**src/rtl/bp_pkg.sv**
```systemverilog
// Shared encodings and the 2-bit saturating counter update used by every
// branch predictor table.
package bp_pkg;

  localparam int MODE_BIMODAL    = 0;
  localparam int MODE_GSHARE     = 1;
  localparam int MODE_TOURNAMENT = 2;

  // Components start weakly not-taken; the chooser starts weakly favouring gshare.
  localparam logic [1:0] COMP_RST_VAL    = 2'b01;
  localparam logic [1:0] CHOOSER_RST_VAL = 2'b10;

  function automatic logic [1:0] sat_update(input logic [1:0] ctr, input logic up);
    if (up) return (ctr == 2'b11) ? ctr : ctr + 2'b01;
    else    return (ctr == 2'b00) ? ctr : ctr - 2'b01;
  endfunction

endpackage

```
**src/rtl/tournament_bp_if.sv**
```systemverilog
// Fetch-side and EX-side signals between the pipeline and the branch predictor.
interface tournament_bp_if #(
  parameter int HIST_BITS = 8
);
  logic                 branch_en_F;
  logic                 stall_F;
  logic [31:0]          PC_F;
  logic                 BP_decision_F;
  logic [HIST_BITS-1:0] ghr_snap_F;
  logic                 branch_en_EX;
  logic [31:0]          PC_EX;
  logic                 branch_result;
  logic                 BP_decision_EX;
  logic [HIST_BITS-1:0] ghr_snap_EX;
  logic                 mispredict_EX;
  logic [31:0]          branch_count;
  logic [31:0]          mispredict_count;

  modport master (
    output branch_en_F, stall_F, PC_F, branch_en_EX, PC_EX, branch_result,
           BP_decision_EX, ghr_snap_EX,
    input  BP_decision_F, ghr_snap_F, mispredict_EX, branch_count, mispredict_count
  );

  modport slave (
    input  branch_en_F, stall_F, PC_F, branch_en_EX, PC_EX, branch_result,
           BP_decision_EX, ghr_snap_EX,
    output BP_decision_F, ghr_snap_F, mispredict_EX, branch_count, mispredict_count
  );
endinterface

```
**src/rtl/bp_counter_table.sv**
```systemverilog
// Table of 2-bit counters: two combinational read ports (fetch, EX), one
// write port applied at the clock edge, asynchronous reset to RST_VAL.
module bp_counter_table #(
  parameter int         INDEX_BITS = 8,
  parameter logic [1:0] RST_VAL    = 2'b01
) (
  input  logic                  clk,
  input  logic                  rst,
  input  logic [INDEX_BITS-1:0] rd_idx_f,
  output logic [1:0]            rd_data_f,
  input  logic [INDEX_BITS-1:0] rd_idx_ex,
  output logic [1:0]            rd_data_ex,
  input  logic                  wr_en,
  input  logic [INDEX_BITS-1:0] wr_idx,
  input  logic [1:0]            wr_data
);

  localparam int ENTRIES = 1 << INDEX_BITS;

  logic [1:0] mem [ENTRIES];

  assign rd_data_f  = mem[rd_idx_f];
  assign rd_data_ex = mem[rd_idx_ex];

  always_ff @(posedge clk or posedge rst) begin
    if (rst) begin
      for (int i = 0; i < ENTRIES; i++) mem[i] <= RST_VAL;
    end else if (wr_en) begin
      mem[wr_idx] <= wr_data;
    end
  end

endmodule

```
**src/rtl/tournament_bp.sv**
```systemverilog
// Bimodal / gshare / tournament conditional branch predictor with a
// speculatively updated global history register and performance counters.
module tournament_bp
  import bp_pkg::*;
#(
  parameter int MODE       = MODE_TOURNAMENT,
  parameter int INDEX_BITS = 8,
  parameter int HIST_BITS  = 8
) (
  input  logic          clk,
  input  logic          rst,
  tournament_bp_if.slave bp
);

  logic [INDEX_BITS-1:0] bim_idx_f, bim_idx_ex, gsh_idx_f, gsh_idx_ex;
  logic [INDEX_BITS-1:0] hist_f, hist_ex;
  logic [HIST_BITS-1:0]  ghr, ghr_shift, ghr_repair;
  logic [1:0]            bim_f, bim_ex, gsh_f, gsh_ex, cho_f, cho_ex;
  logic                  pred_raw, pred_f, mispredict;

  always_comb begin
    hist_f                   = '0;
    hist_f[HIST_BITS-1:0]    = ghr;
    hist_ex                  = '0;
    hist_ex[HIST_BITS-1:0]   = bp.ghr_snap_EX;
  end

  assign bim_idx_f  = bp.PC_F[INDEX_BITS+1:2];
  assign bim_idx_ex = bp.PC_EX[INDEX_BITS+1:2];
  assign gsh_idx_f  = bim_idx_f ^ hist_f;
  assign gsh_idx_ex = bim_idx_ex ^ hist_ex;

  if (MODE != MODE_GSHARE) begin : g_bim
    bp_counter_table #(.INDEX_BITS(INDEX_BITS), .RST_VAL(COMP_RST_VAL)) u_table (
      .clk       (clk),
      .rst       (rst),
      .rd_idx_f  (bim_idx_f),
      .rd_data_f (bim_f),
      .rd_idx_ex (bim_idx_ex),
      .rd_data_ex(bim_ex),
      .wr_en     (bp.branch_en_EX),
      .wr_idx    (bim_idx_ex),
      .wr_data   (sat_update(bim_ex, bp.branch_result))
    );
  end else begin : g_no_bim
    assign bim_f  = 2'b00;
    assign bim_ex = 2'b00;
  end

  if (MODE != MODE_BIMODAL) begin : g_gsh
    bp_counter_table #(.INDEX_BITS(INDEX_BITS), .RST_VAL(COMP_RST_VAL)) u_table (
      .clk       (clk),
      .rst       (rst),
      .rd_idx_f  (gsh_idx_f),
      .rd_data_f (gsh_f),
      .rd_idx_ex (gsh_idx_ex),
      .rd_data_ex(gsh_ex),
      .wr_en     (bp.branch_en_EX),
      .wr_idx    (gsh_idx_ex),
      .wr_data   (sat_update(gsh_ex, bp.branch_result))
    );
  end else begin : g_no_gsh
    assign gsh_f  = 2'b00;
    assign gsh_ex = 2'b00;
  end

  // Chooser learns only from branches where the two components disagreed.
  if (MODE == MODE_TOURNAMENT) begin : g_cho
    bp_counter_table #(.INDEX_BITS(INDEX_BITS), .RST_VAL(CHOOSER_RST_VAL)) u_table (
      .clk       (clk),
      .rst       (rst),
      .rd_idx_f  (bim_idx_f),
      .rd_data_f (cho_f),
      .rd_idx_ex (bim_idx_ex),
      .rd_data_ex(cho_ex),
      .wr_en     (bp.branch_en_EX && (bim_ex[1] != gsh_ex[1])),
      .wr_idx    (bim_idx_ex),
      .wr_data   (sat_update(cho_ex, gsh_ex[1] == bp.branch_result))
    );
  end else begin : g_no_cho
    assign cho_f  = 2'b00;
    assign cho_ex = 2'b00;
  end

  always_comb begin
    pred_raw = bim_f[1];
    if (MODE == MODE_GSHARE)          pred_raw = gsh_f[1];
    else if (MODE == MODE_TOURNAMENT) pred_raw = cho_f[1] ? gsh_f[1] : bim_f[1];
  end

  assign pred_f     = bp.branch_en_F && !rst && pred_raw;
  assign mispredict = bp.branch_en_EX && (bp.branch_result != bp.BP_decision_EX);

  if (HIST_BITS == 1) begin : g_hist1
    assign ghr_shift  = pred_f;
    assign ghr_repair = bp.branch_result;
  end else begin : g_histn
    assign ghr_shift  = {ghr[HIST_BITS-2:0], pred_f};
    assign ghr_repair = {bp.ghr_snap_EX[HIST_BITS-2:0], bp.branch_result};
  end

  // A resolved mispredict wins over the speculative shift of a younger branch.
  always_ff @(posedge clk or posedge rst) begin
    if (rst) begin
      ghr <= '0;
    end else if (mispredict) begin
      ghr <= ghr_repair;
    end else if (bp.branch_en_F && !bp.stall_F) begin
      ghr <= ghr_shift;
    end
  end

  always_ff @(posedge clk or posedge rst) begin
    if (rst) begin
      bp.branch_count     <= '0;
      bp.mispredict_count <= '0;
    end else if (bp.branch_en_EX) begin
      bp.branch_count <= bp.branch_count + 32'd1;
      if (mispredict) bp.mispredict_count <= bp.mispredict_count + 32'd1;
    end
  end

  assign bp.BP_decision_F = pred_f;
  assign bp.ghr_snap_F    = ghr;
  assign bp.mispredict_EX = mispredict;

endmodule

```
**src/flat_wrapper.sv**
```systemverilog
// flat-port wrapper written by rule: the top's interface ports become plain ports
module tournament_bp_flat import bp_pkg::*;
#(
  parameter int MODE       = MODE_TOURNAMENT,
  parameter int INDEX_BITS = 8,
  parameter int HIST_BITS  = 8
)
  (clk, rst, bp_branch_en_F, bp_stall_F, bp_PC_F, bp_branch_en_EX, bp_PC_EX, bp_branch_result, bp_BP_decision_EX, bp_ghr_snap_EX, bp_BP_decision_F, bp_ghr_snap_F, bp_mispredict_EX, bp_branch_count, bp_mispredict_count);
  tournament_bp_if #(.HIST_BITS(HIST_BITS)) bp_i ();
  input  logic clk;
  input  logic rst;
  input wire logic [$bits(bp_i.branch_en_F)-1:0] bp_branch_en_F;
  input wire logic [$bits(bp_i.stall_F)-1:0] bp_stall_F;
  input wire logic [$bits(bp_i.PC_F)-1:0] bp_PC_F;
  input wire logic [$bits(bp_i.branch_en_EX)-1:0] bp_branch_en_EX;
  input wire logic [$bits(bp_i.PC_EX)-1:0] bp_PC_EX;
  input wire logic [$bits(bp_i.branch_result)-1:0] bp_branch_result;
  input wire logic [$bits(bp_i.BP_decision_EX)-1:0] bp_BP_decision_EX;
  input wire logic [$bits(bp_i.ghr_snap_EX)-1:0] bp_ghr_snap_EX;
  output wire logic [$bits(bp_i.BP_decision_F)-1:0] bp_BP_decision_F;
  output wire logic [$bits(bp_i.ghr_snap_F)-1:0] bp_ghr_snap_F;
  output wire logic [$bits(bp_i.mispredict_EX)-1:0] bp_mispredict_EX;
  output wire logic [$bits(bp_i.branch_count)-1:0] bp_branch_count;
  output wire logic [$bits(bp_i.mispredict_count)-1:0] bp_mispredict_count;
  assign bp_i.branch_en_F = bp_branch_en_F;
  assign bp_i.stall_F = bp_stall_F;
  assign bp_i.PC_F = bp_PC_F;
  assign bp_i.branch_en_EX = bp_branch_en_EX;
  assign bp_i.PC_EX = bp_PC_EX;
  assign bp_i.branch_result = bp_branch_result;
  assign bp_i.BP_decision_EX = bp_BP_decision_EX;
  assign bp_i.ghr_snap_EX = bp_ghr_snap_EX;
  assign bp_BP_decision_F = bp_i.BP_decision_F;
  assign bp_ghr_snap_F = bp_i.ghr_snap_F;
  assign bp_mispredict_EX = bp_i.mispredict_EX;
  assign bp_branch_count = bp_i.branch_count;
  assign bp_mispredict_count = bp_i.mispredict_count;
  tournament_bp #(.MODE(MODE), .INDEX_BITS(INDEX_BITS), .HIST_BITS(HIST_BITS)) u_core (.clk(clk), .rst(rst), .bp(bp_i));
endmodule
```
**config.mk**
```make
export PLATFORM = sky130hd
export DESIGN_NAME = tournament_bp_flat
export DESIGN_NICKNAME = d
export VERILOG_FILES = /design/src/rtl/bp_pkg.sv /design/src/rtl/tournament_bp_if.sv /design/src/rtl/bp_counter_table.sv /design/src/rtl/tournament_bp.sv /design/src/flat_wrapper.sv
export SDC_FILE = /design/constraint.sdc
export NUM_CORES = 2
export LEC_CHECK = 0
export ABC_AREA = 1
export BUFFER_PORTS_ARGS = -buffer_cell sky130_fd_sc_hd__buf_2
export CORE_MARGIN = 1
export CORE_UTILIZATION = 37
export CTS_CLUSTER_DIAMETER = 150
export DETAILED_ROUTE_END_ITERATION = 12
export PLACE_DENSITY_LB_ADDON = 0.1
export RECOVER_POWER = 100
export SLEW_MARGIN = 0
export SYNTH_ARGS = -nofsm -noshare
export SYNTH_HDL_FRONTEND = slang
export SYNTH_SLANG_ARGS = --single-unit
```
**constraint.sdc**
```tcl
create_clock -name clk -period 101 [get_ports clk]
set_input_delay 25.25 -clock clk [delete_from_list [all_inputs] [get_ports clk]]
set_output_delay 25.25 -clock clk [all_outputs]
set_load 0.1 [all_outputs]
```
Yosys cells after proc, flatten, opt, wreduce, memory -nomap -nowiden
Cells that the tools add are included.
{"block": "word_totals", "ff_bits": 1608, "input_bits": 79, "output_inout_bits": 74, "word_cells": 848}
{"block": "classes", "add_sub_neg": 8, "order_cmp": 6, "eq_ne": 6, "muxes": 37, "bitwise_logic": 6, "n_reduce_logical": 14}
{"op": "512-bit bitwise mux", "count": 3}
{"op": "2-bit binary-select mux with 8-bit select", "count": 6}
{"op": "32-bit by 1-bit adder with 32-bit output (second input constant)", "count": 2}
{"op": "2-bit two-way mux", "count": 23}
{"op": "9-bit >= comparator (second input constant)", "count": 4}
{"op": "8-bit inverter with 9-bit output", "count": 4}
{"op": "2-bit demux with 8-bit select", "count": 2}
{"op": "9-bit by 1-bit less-than comparator with 1-bit output (second input constant)", "count": 2}
{"op": "8-bit two-way mux", "count": 2}
{"op": "8-bit XOR", "count": 2}
{"op": "1-bit logical AND", "count": 7}
{"op": "2-bit by 1-bit adder with 2-bit output (second input constant)", "count": 3}
{"op": "2-bit == test (second input constant)", "count": 3}
{"op": "2-bit zero test", "count": 3}
{"op": "2-bit by 1-bit subtractor with 2-bit output (second input constant)", "count": 3}
{"op": "1-bit zero test", "count": 2}
{"op": "1-bit inequality test", "count": 2}
{"op": "2-bit AND reduction", "count": 1}
{"op": "2-bit nonzero test", "count": 1}
{"op": "1-bit == test", "count": 1}
{"op": "1-bit two-way mux", "count": 1}

Longest topological paths before layout
{"block": "logic_depth", "ltp_word": 9, "mapped_depth": 27, "ltp_nobuf": 22}

Modules after synthesis
A second synthesis with hierarchy kept.
{"block": "unflattened", "cells_unflattened": 13289, "hier_area_um2": 93352.0}
{"module": "bp_counter_table", "instances": 3, "cells_each": 4250, "area_each_um2": 29726.0}
{"module": "tournament_bp", "instances": 1, "cells_each": 539, "area_each_um2": 4174.0}

Worst setup path after synthesis
Ideal clock, no wire load.
{"block": "synth_path", "kind": "in2out", "from": "input bp_PC_F[2]", "to": "output bp_BP_decision_F", "arrival_time_ps": 27784, "required_time_ps": 75750, "slack_ps": 47966, "path_stages": 17, "n_path_buf": 4, "path_cell_list": "clkbuf_1 -> clkinv_1 -> nand2_1 -> nand2_1 -> clkbuf_1 -> clkbuf_1 -> clkbuf_1 -> o21ai_0 -> o221ai_1 -> nand3_1 -> nand3_1 -> nand3_1 -> nand3_1 -> nand3_1 -> nand3_1 -> nand2_1 -> inv_1"}
{"block": "synth_between", "elab_chain_len": 7}
{"element": "start, declared", "line_no": "flat_wrapper.sv:14", "text": "input wire logic [$bits(bp_i.PC_F)-1:0] bp_PC_F;"}
{"element": "8-bit XOR", "line_no": "tournament_bp.sv:30", "text": "assign gsh_idx_f = bim_idx_f ^ hist_f;"}
{"element": "8-bit inverter with 9-bit output (not written as such)", "line_no": "bp_counter_table.sv:22", "text": "assign rd_data_f = mem[rd_idx_f];"}
{"element": "2-bit binary-select mux with 8-bit select", "line_no": "bp_counter_table.sv:22"}
{"element": "2-bit two-way mux (not written as such) (2 in a row)", "line_no": "bp_counter_table.sv:22"}
{"element": "1-bit two-way mux (*)", "line_no": "tournament_bp.sv:88", "text": "else if (MODE == MODE_TOURNAMENT) pred_raw = cho_f[1] ? gsh_f[1] : bim_f[1];"}
{"element": "1-bit logical AND (*)", "line_no": "tournament_bp.sv:91", "text": "assign pred_f = bp.branch_en_F && !rst && pred_raw;"}
{"element": "end, declared", "line_no": "flat_wrapper.sv:20", "text": "output wire logic [$bits(bp_i.BP_decision_F)-1:0] bp_BP_decision_F;"}
Mark *: on every way between the ends. The rest lies on a longest branch, timed or not. The select of a mux whose other input is x is not followed.

Worst setup path in the final report
Same ends and word-level chain as after synthesis.

==> impl_results.md <==
* Buffers and inverters on the worst path at 7
* Class of the most critical setup path: in -> out
* # resized after CTS at 0
* Worst reg2reg setup slack at roughly 85 ns
* Total Die Area at roughly 0.25 mm²
* Register area share after synthesis at ~44%
* Number of I/O port buffers at 104
* Syn Nets at around 14k
* CP endpoint: bp_BP_decision_F
* Standard-cell rows at 183
* Slowest CP cell: sky130_fd_sc_hd__clkbuf_1
* Maximum vdd ir drop at 0.0000203 V
* Top cell family by delay on the critical path: buffers and inverters
* Pwr dens at 18.0 mW/mm²
* Routability Congestion at approximately 0.91
* Signal arrival time at the worst endpoint at 33.64 ns
* Final standard cell count with taps included and fillers excluded at 16.8k
* Post-Synthesis Cell Area at 0.0927 mm²
* Leakage component of the power at approximately 47 nW
* Setup Skew at 0.0500 ns
* Core region area at about 0.25 mm²
* Ratio of final minimum period to clock period at 58.3%
* FMAX at 0.0170 GHz
* Violated checks: max-capacitance violations, max-slew violations
* Signed area change from the synthesized netlist to the final layout at 10.1%
* Largest fanout of any net on the critical path at 61
* Via-to-Cell Ratio at roughly 5.6
* Warnings from Yosys at 0
* Min Clock Period, post-route at between 50 and 60 ns
* Horiz. Die Dim at 503 µm
* Register share of total power at between 30% and 40%
* Number of global-route vias before repair at 90.5k
* H-tree Lvls at 4
* Source of the critical timing path: bp_PC_F[2]
* Remaining max-slew budget at the tightest pin at -520%
* Clk sink count at roughly 1.6k
* Setup total negative slack at 0 ns
* Maximum buffer depth of the clock tree at 3
* Fraction of final layout cells with drive strength greater than 1 at 9.77%
* Switching portion of total power at 34.3%
* Total routed wirelength at slightly above 400000 µm
* Die Height at 503 µm
* Power Internal at 1.21 mW
* # placed instances at 16.4k
* Avg Synthesized Cell Area at 6.81 µm²
* Initial Utilization at 37.3%
* Net count of the finished layout at 13.4k
* Clock-pin slew of the registers on the worst-case setup and hold paths at 0.06 ns
* Antenna Violating Nets Remaining at 0
* # DRC at 0
* Tightest Pin Transition at 9.31 ns
* CTS tree: yes
* Critical Path, Cell by Cell: buf_8, buf_4, inv_8, nand2_1, nand2_4, clkbuf_1, clkbuf_1, nand2_1, o211ai_1, nand3_1, nand3_1, nand3_1, nand2_1, a21oi_1, nand2_1, nand3_1, nand3_1, nand2_1, inv_1, buf_2
* Final Max Slew Viols at between 3k and 4k
* GRT Resource Usage Total at a little under a third
* Data required time of the worst path at 75.75 ns
* Critical path launch point type: input pin
* Category of the worst setup path capture point: primary output
* Count of final setup violators at 0
* CTS Buf Count at 196
* Post-CTS Setup Bufs at 0
* Wire length of the first global-routing pass at 596000 µm
* Number of DRC markers in iteration 0 at 10.6k
* DRT Pass-1 Iters at 7
* Buffer type at the clock tree root: sky130_fd_sc_hd__clkbuf_16
* Clock network latency to the later pin of the worst-skew pair at 0.89 ns
* Post-detailed-route wirelength per cell at 24.0 µm
* Gate count of the mapped netlist at 13.6k
* Reg-to-Reg End: u_core.g_cho.u_table.mem[450]
* Total power at 1.84 mW
* Setup repair after global routing missed its margin: no
* Reg2Reg Launch Point: u_core.g_gsh.u_table.mem[41]
* Maximum number of pins on one net before global-route repair at between 150 and 200
* Combinational power share at between 10% and 20%
* Post-detail-place hpwl at 234000 µm
* Initial antenna violation count at 28
* Net Sw Power at 0.632 mW
* DR vias at 93.7k
* Overflow left after global routing at 0
* CP peak stage delay at roughly 2.2 ns
* Final count of hold timing violations at 0
* Result of the run: complete, but fails checks
* Flop and latch count out of synthesis at between 1.5k and 2k
* Cts-stage hold buffer count at 0
* Cells on worst reg2reg path at 21
* Min-Delay Path Class: reg -> reg
* Maximum capacitance violations at 45
* WP depth at 20
* I/O pin cnt at 153
* Number of unique standard cell types used by synthesis at 39
* Part of the total power dissipated in the clock network at 41.2%
-- cells in the mapped netlist, drive strengths merged --
cell type  instances  area share, %
o21bai             1         0.0081
nand2           6145             25
clkinv            27           0.11
o21ai            179           0.97
xor2              42           0.40
xnor2             32           0.30
dfstp            768             22
nand3b            13           0.11
dfrtp            840             23
nor3             177           0.96
a211oi             1         0.0081
o31a               2          0.019
nand3           1153            6.2
o31ai              4          0.032
nor2            1152            4.7
nor3b              1         0.0081
or2               14          0.094
ha                 2          0.027
and2               2          0.013
a21oi            132           0.71
inv             1160            4.7
nand4            343            2.3
o22ai              8          0.054
nor4               4          0.027
a22oi            528            4.3
clkbuf           376            1.5
a41oi              1         0.0094
o211ai            49           0.40
o221ai            11           0.10
buf              448            2.6
a31oi              3          0.020
-- area by class of cell --
type	count	area, µm²
Fill cell	25734	147000
Multi-Input combinational cell	9999	43500
Sequential cell	1608	41200
Clock buffer	313	5920
Inverter	1187	4480
Tap cell	3330	4170
Timing Repair Buffer	286	1810
Clock inverter	61	965
Antenna cell	11	27.5
-- power by group through the flow --
| stage | logic, mW | registers, mW | clock network, mW |
|---|---|---|---|
| after floorplan | 0.195 | 0.759 | 0 |
| after global placement | 0.347 | 0.736 | 0 |
| after detailed placement | 0.349 | 0.737 | 0 |
| after CTS | 0.350 | 0.727 | 0.770 |
| after global routing | 0.373 | 0.732 | 0.796 |
| final | 0.354 | 0.728 | 0.759 |
-- state kept, by name, indices dropped and copies added, names as in the netlist --
signal	count
u_core.g_bim.u_table.mem	512
u_core.g_cho.u_table.mem	512
u_core.g_gsh.u_table.mem	512
u_core.bp.branch_count	32
u_core.bp.mispredict_count	32
u_core.bp.ghr_snap_F	8
-- worst min path at each step --
| stage | startpoint | end | slack, ns | cells past startpoint |
|---|---|---|---|---|
| 3_5_place_dp | u_core.g_gsh.u_table.mem[34] | u_core.g_gsh.u_table.mem[34] | 0.46 | 2 |
| 5_1_grt | u_core.g_gsh.u_table.mem[188] | u_core.g_gsh.u_table.mem[188] | 0.47 | 2 |
| 6_report | u_core.g_bim.u_table.mem[28] | u_core.g_bim.u_table.mem[28] | 0.46 | 2 |
| 3_3_place_gp | u_core.g_bim.u_table.mem[342] | u_core.g_bim.u_table.mem[342] | 0.45 | 2 |
| 2_1_floorplan | u_core.g_bim.u_table.mem[100] | u_core.g_bim.u_table.mem[100] | 0.45 | 2 |
| 4_1_cts | u_core.g_gsh.u_table.mem[440] | u_core.g_gsh.u_table.mem[440] | 0.47 | 2 |
-- cell families after synthesis --
group                      count (synthesis)  synth area share (%)
DFF                                     1608                  44.4
adders and majority gates                  2                0.0270
buffers and inverters                   2011                  8.92
AOI/OAI and AO/OA                        919                  6.61
xor gates and xnor gates                  74                 0.699
and+or+nand+nor                         9004                  39.3
-- cell usage in the layout (no fill, tap or decap), types with 5 or more instances in the layout --
master	count
sky130_fd_sc_hd__nand2_1	6131
sky130_fd_sc_hd__nand3_1	1153
sky130_fd_sc_hd__inv_1	1148
sky130_fd_sc_hd__nor2_1	1139
sky130_fd_sc_hd__dfrtp_1	840
sky130_fd_sc_hd__dfstp_2	768
sky130_fd_sc_hd__a22oi_1	528
sky130_fd_sc_hd__nand4_1	343
sky130_fd_sc_hd__clkbuf_16	197
sky130_fd_sc_hd__nor3_1	177
sky130_fd_sc_hd__clkbuf_1	175
sky130_fd_sc_hd__o21ai_0	147
sky130_fd_sc_hd__buf_4	134
sky130_fd_sc_hd__a21oi_1	132
sky130_fd_sc_hd__clkbuf_8	55
sky130_fd_sc_hd__o211ai_1	49
sky130_fd_sc_hd__xor2_1	40
sky130_fd_sc_hd__o21ai_1	30
sky130_fd_sc_hd__xnor2_1	28
sky130_fd_sc_hd__clkinv_2	28
sky130_fd_sc_hd__clkinv_1	26
sky130_fd_sc_hd__buf_2	25
sky130_fd_sc_hd__bufinv_16	16
sky130_fd_sc_hd__or2_2	14
sky130_fd_sc_hd__nand3b_1	13
sky130_fd_sc_hd__nor2_4	12
sky130_fd_sc_hd__diode_2	11
sky130_fd_sc_hd__o221ai_1	11
sky130_fd_sc_hd__buf_12	11
sky130_fd_sc_hd__nand2_4	8
sky130_fd_sc_hd__o22ai_1	8
sky130_fd_sc_hd__inv_2	6
sky130_fd_sc_hd__nand2_2	5
sky130_fd_sc_hd__clkinv_16	5
sky130_fd_sc_hd__inv_16	5
-- metal layers --
metal	vias to the layer above	track usage (%)	share of wire (%)	routed length [µm]
met5	-	0	0.018	73
met4	10	13.6	4.6	18400
li1	42248	-	-	-
met3	885	6.12	9.4	38100
met2	4648	47.6	43	174000
met1	45937	43.5	43	173000
-- through the flow --
stage	hold WS (ns)	area (µm²)	util [%]	setup WS, ns
detailed placement	0.455	95600	38.4	45.34
CTS	0.466	102000	41.2	45.35
finish	0.464	102000	41.0	42.11
global placement	0.453	95600	38.4	45.33
global route	0.472	102000	41.0	41.81
floorplan	0.446	92700	-	31.65
-- worst reg2reg max path, stage by stage (launching register included) --
cell                       delay (ns)
sky130_fd_sc_hd__dfrtp_1         0.35
sky130_fd_sc_hd__inv_1           0.06
sky130_fd_sc_hd__nand2_1         0.06
sky130_fd_sc_hd__o21ai_1         0.13
sky130_fd_sc_hd__nand2_1         0.15
sky130_fd_sc_hd__nand2_1         0.07
sky130_fd_sc_hd__nand2_1         0.06
sky130_fd_sc_hd__nand2_1         0.05
sky130_fd_sc_hd__nor2_1          0.20
sky130_fd_sc_hd__nor2_1          0.07
sky130_fd_sc_hd__nor2_1          0.40
sky130_fd_sc_hd__nand2_1         0.10
sky130_fd_sc_hd__nand2_1         0.08
sky130_fd_sc_hd__nand2_1         0.22
sky130_fd_sc_hd__nor2_1          0.23
sky130_fd_sc_hd__nand2_1         2.48
sky130_fd_sc_hd__nand3_1         3.92
sky130_fd_sc_hd__clkbuf_1        3.45
sky130_fd_sc_hd__clkbuf_1        3.45
sky130_fd_sc_hd__nor2_1          0.42
sky130_fd_sc_hd__nand2_1         0.24
sky130_fd_sc_hd__nand2_1         0.07
No activity file was read; power rests on OpenSTA's default activity.
